$ cat src/rtl/mult_arbiter.sv
// Two-requester round-robin front end for a shift-add multiplier.
// Ports: clk, rst (async high), req0/a0/b0, req1/a1/b1 requests;
//        gnt0/gnt1 capture pulses, busy, product, done pulse, done_id owner.
module mult_arbiter #(
  parameter int WIDTH = 4
) (
  input  logic               clk,
  input  logic               rst,
  input  logic               req0,
  input  logic [WIDTH-1:0]   a0,
  input  logic [WIDTH-1:0]   b0,
  input  logic               req1,
  input  logic [WIDTH-1:0]   a1,
  input  logic [WIDTH-1:0]   b1,
  output logic               gnt0,
  output logic               gnt1,
  output logic               busy,
  output logic [2*WIDTH-1:0] product,
  output logic               done,
  output logic               done_id
);

  localparam int CW = (WIDTH > 1) ? $clog2(WIDTH) : 1;
  localparam logic [CW-1:0] LAST = CW'(WIDTH - 1);

  typedef enum logic [1:0] {
    IDLE,
    MULT,
    DONE
  } state_t;

  state_t             state;
  logic [WIDTH-1:0]   a_q;
  logic [WIDTH-1:0]   b_q;
  logic [2*WIDTH-1:0] acc;
  logic [CW-1:0]      cnt;
  logic               owner;
  logic               last;

  logic               pick0;
  logic               pick1;
  logic [2*WIDTH-1:0] addend;
  logic [2*WIDTH-1:0] sum;

  // last=1 means requester 1 was served most recently, so 0 wins a tie
  always_comb begin
    pick0  = req0 & (~req1 | last);
    pick1  = req1 & ~pick0;
    addend = '0;
    if (b_q[cnt])
      addend = {{WIDTH{1'b0}}, a_q} << cnt;
    sum = acc + addend;
  end

  always_ff @(posedge clk or posedge rst) begin
    if (rst) begin
      state   <= IDLE;
      a_q     <= '0;
      b_q     <= '0;
      acc     <= '0;
      cnt     <= '0;
      owner   <= 1'b0;
      last    <= 1'b1;
      gnt0    <= 1'b0;
      gnt1    <= 1'b0;
      busy    <= 1'b0;
      product <= '0;
      done    <= 1'b0;
      done_id <= 1'b0;
    end else begin
      gnt0 <= 1'b0;
      gnt1 <= 1'b0;
      done <= 1'b0;
      unique case (state)
        IDLE: begin
          if (pick0 | pick1) begin
            a_q   <= pick0 ? a0 : a1;
            b_q   <= pick0 ? b0 : b1;
            acc   <= '0;
            cnt   <= '0;
            owner <= pick1;
            last  <= pick1;
            gnt0  <= pick0;
            gnt1  <= pick1;
            busy  <= 1'b1;
            state <= MULT;
          end
        end
        MULT: begin
          acc <= sum;
          cnt <= cnt + 1'b1;
          if (cnt == LAST) begin
            product <= sum;
            done_id <= owner;
            done    <= 1'b1;
            state   <= DONE;
          end
        end
        DONE: begin
          busy  <= 1'b0;
          state <= IDLE;
        end
        default: state <= IDLE;
      endcase
    end
  end

endmodule

$ cat config.mk
export PLATFORM = sky130hd
export DESIGN_NAME = mult_arbiter
export DESIGN_NICKNAME = d
export VERILOG_FILES = /design/src/rtl/mult_arbiter.sv
export SDC_FILE = /design/constraint.sdc
export NUM_CORES = 1
export LEC_CHECK = 0
export ABC_AREA = 1
export CORE_ASPECT_RATIO = 2
export CORE_MARGIN = 2
export CORE_UTILIZATION = 50
export CTS_BUF_LIST = sky130_fd_sc_hd__clkbuf_8
export CTS_CLUSTER_SIZE = 30
export DETAILED_ROUTE_END_ITERATION = 10
export PLACE_DENSITY_LB_ADDON = 0.12
export SETUP_SLACK_MARGIN = 0.3
export SYNTH_ARGS = -nofsm -noshare
export SYNTH_HDL_FRONTEND = slang
export SYNTH_SLANG_ARGS = --single-unit
$ cat constraint.sdc
create_clock -name clk -period 5.85 [get_ports clk]
set_input_delay 0.585 -clock clk [delete_from_list [all_inputs] [get_ports clk]]
set_output_delay 0.585 -clock clk [all_outputs]
set_load 0.02 [all_outputs]
==> impl_metrics.csv <==
group,metric,value,unit
flow_run,max_cap_viol_count,0,
cells_and_area,antennaDiodeCount,0,
logic_synthesis,synth_cells,231,
global_routing,met3_usage,2.88,%
drt,ant_nets,0,
logic_synthesis,synth.distinct_cells,29,
sta,hold_viol,0,
clock_network,clk_pin_slew,70,ps
global_routing,overflow,0,
logic_synthesis,synth_area_leaders,"dfrtp_1 43%, nand2_1 10%, ha_1 5.0%",
clock_network,cts_max_level,2,
place,hpwl,3.18,mm
clock_network,hold_buffers,0,
power,powerDensity,572,mW/mm²
floorplan,die_area,0.00453,mm²
sta,period_share,40.0,%
logic_synthesis,yosysSeqAreaShare,44.1,%
global_routing,grt_pass1_vias,1642,
sta,finClkSkew,4.02,ps
drt,wl,4.00,mm
setup_path,path_common_cell,"nand2_1",
place,gp_congestion,0.810,
sta,max_clock_freq,0.427,GHz
global_routing,use_met1,18.3,%
logic_synthesis,netlist_area,0.00199,mm²
cells_and_area,multi_input_area,950,µm²
logic_synthesis,synth.avg_cell_area,8.61,µm²
sta,setup_viol,0,
clock_network,cts_max_path_buffers,2,
setup_path,cp_cell_sequence,"a21oi_1 > o21ai_1 > nor3_1 > ha_1 > fa_1 > nand2_1 > nand2_1 > a21o_1 > nand3_1 > nand2_1",
drt,vias,1578,
drt,routedWlPerCell,12.6,µm
setup_path,path_max_fanout,18,
drt,routed_via_density,4.96,
power,ir_worst_vdd,307,µV
setup_path,worstPathArrival,2530,ps
logic_synthesis,synth_top_cell_area_share,42.8,%
clock_network,worstSkewPairLatency,290,ps
floorplan,die_w,48.6,µm
clock_network,cts_made_buffers,5,
min_path,min_path_type,"register to register",
floorplan,ios,33,
clock_network,cts_tree,"built",
power,power.leakage,1.24,nW
sta,slew_headroom,65.9,%
clock_network,cts_root_buf,"clkbuf_8",
cells_and_area,fillers,363,
clock_network,cts_setup_buffers,0,
min_path,hp-start,"product[5]$_DFFE_PP0P_",
sta,timing.setup.tns,0,ps
setup_path,cp-start-kind,"register",
floorplan,rows,32,
setup_path,crit_required,6030,ps
global_routing,grt_max_degree,36,
setup_path,path_delay_family,"flip-flops",
sta,tightest_slew,512,ps
cells_and_area,final_nets,295,
global_routing,grt_busiest_layer,"met2",
sta,grt_setup_unrepaired,"no",
cells_and_area,final_area,0.00244,mm²
cells_and_area,syn2layout_area_growth,22.9,%
global_routing,grtUsageTotal,20.7,%
status,status,"completed",
drt,drtPass1Iterations,4,
global_routing,grt_pass1_wl,7.04,mm
logic_synthesis,synth_top_cell_by_area,"dfrtp_1",
place,portBuffers,32,
setup_path,r2r_start,"cnt[0]$_DFFE_PP0P_",
clock_network,cts-resized-gates,0,
floorplan,die_h,93.2,µm
cells_and_area,regArea,877,µm²
setup_path,path_buf_inv,0,
place,dpl_cell_area,0.00233,mm²
floorplan,core_area,0.00384,mm²
setup_path,crit_start,"cnt[0]$_DFFE_PP0P_",
global_routing,antenna_found_initial,0,
sta,fin_crit,2340,ps
setup_path,crit_slowest_cell,"dfrtp_1",
power,total_power,0.00140,W
setup_path,crit_path_end_kind,"register",
logic_synthesis,yosys_warnings,0,
setup_path,slowest_delay,670,ps
sta,finalMaxSlewViolations,0,
logic_synthesis,synthesis.nets,260,
setup_path,crit_type,"register to register",
clock_network,cts_sinks,35,
floorplan,start_util,51.7,%
drt,drc_errors,0,
logic_synthesis,yosys_register_bits,35,
drt,drtIter0Drc,22,
global_routing,met2_usage,41.6,%
cells_and_area,drive_above_1_share,17.2,%
logic make-up (layout without fill, tap and decap cells):
kind of cell,after synthesis,in the layout,synth area share (%)
buf+inv,35,71,8.12
flops,35,35,44.1
xor+xnor,1,1,0.441
simple gates,111,111,27.8
compound gates,40,40,13.5
fa+ha+maj,9,9,6.04
worst reg2reg max path, stage by stage (launching register included):
cell	delay, ps
dfrtp_1	670
a21oi_1	130
o21ai_1	150
nor3_1	80
ha_1	240
fa_1	410
nand2_1	80
nand2_1	100
a21o_1	190
nand3_1	130
nand2_1	60
cell usage after synthesis:
| cell type | number |
|---|---|
| a211oi_1 | 2 |
| o22ai_1 | 1 |
| buf_6 | 1 |
| buf_12 | 1 |
| nor3_1 | 2 |
| xnor2_1 | 1 |
| o21ai_1 | 15 |
| a21oi_1 | 4 |
| nor2_1 | 16 |
| nand2_2 | 10 |
| nand3b_1 | 2 |
| fa_1 | 1 |
| o21ai_2 | 8 |
| nand3_1 | 19 |
| nand2_1 | 54 |
| nor2_4 | 1 |
| or2_1 | 2 |
| o22ai_2 | 4 |
| o21ai_0 | 5 |
| a21o_1 | 1 |
| nand2_4 | 2 |
| dfstp_2 | 1 |
| buf_4 | 1 |
| inv_1 | 22 |
| ha_1 | 8 |
| buf_2 | 2 |
| inv_2 | 8 |
| nor2_8 | 3 |
| dfrtp_1 | 34 |
flip-flops by register name, summed over array words and instances, names as in the netlist:
| signal | count |
|---|---|
| acc | 8 |
| product | 8 |
| a_q | 4 |
| b_q | 4 |
| cnt | 2 |
| state | 2 |
| busy | 1 |
| done | 1 |
| done_id | 1 |
| gnt0 | 1 |
| gnt1 | 1 |
| last | 1 |
| owner | 1 |
layout by cell type (no fill, tap or decap), drive strengths merged, types with 2 or more instances in the layout:
cell type      instances
a21oi                  4
clkbuf                 5
or2                    2
clkdlybuf4s50         32
a211oi                 2
inv                   30
o22ai                  5
ha                     8
nand2                 66
dfrtp                 34
o21ai                 28
nor3                   2
nand3b                 2
nand3                 19
clkinv                 2
nor2                  20
final cells by class:
| cell class | count | share of cell area (%) |
|---|---|---|
| Timing Repair Buffer | 33 | 13.4 |
| Clock buffer | 5 | 2.82 |
| Sequential cell | 35 | 35.9 |
| Inverter | 30 | 4.61 |
| Multi-Input combinational cell | 161 | 38.9 |
| Tap cell | 51 | 2.61 |
| Clock inverter | 3 | 1.79 |
stage by stage:
stage	util (%)	worst slack (ps)	hold slack, ps	std cells
2_1_floorplan	-	3830	442	231
4_1_cts	63.6	3510	494	318
3_5_place_dp	60.6	3520	474	310
5_1_grt	63.6	3320	518	318
6_report	63.6	3510	483	318
3_3_place_gp	60.6	3550	467	310
routing by layer:
metal  up-vias  share of wire, %
met2        28                59
met1       725                35
met5         -                 0
met3         9               2.6
met4         0               3.6
li1        816                 -
power by group:
| part | internal, W | switching [W] | total, W |
|---|---|---|---|
| Combinational | 0.000295 | 0.000448 | 0.000743 |
| Clock | 0.000127 | 0.0000929 | 0.000220 |
| Sequential | 0.000351 | 0.0000842 | 0.000435 |
| Total | 0.000773 | 0.000625 | 0.00140 |
path summary, 6_finish.rpt:
kind | end | slack [ps] | cells after the start
max in group asynchronous | last$_DFFE_PP1P_ | 4830 | 3
min | product[5]$_DFFE_PP0P_ | 480 | 2
min reg2reg | product[5]$_DFFE_PP0P_ | 480 | 2
min in group asynchronous | done_id$_DFFE_PP0P_ | 690 | 3
max | product[4]$_DFFE_PP0P_ | 3510 | 10
max reg2reg | product[4]$_DFFE_PP0P_ | 3510 | 10
(Power assumes the default switching activity.)
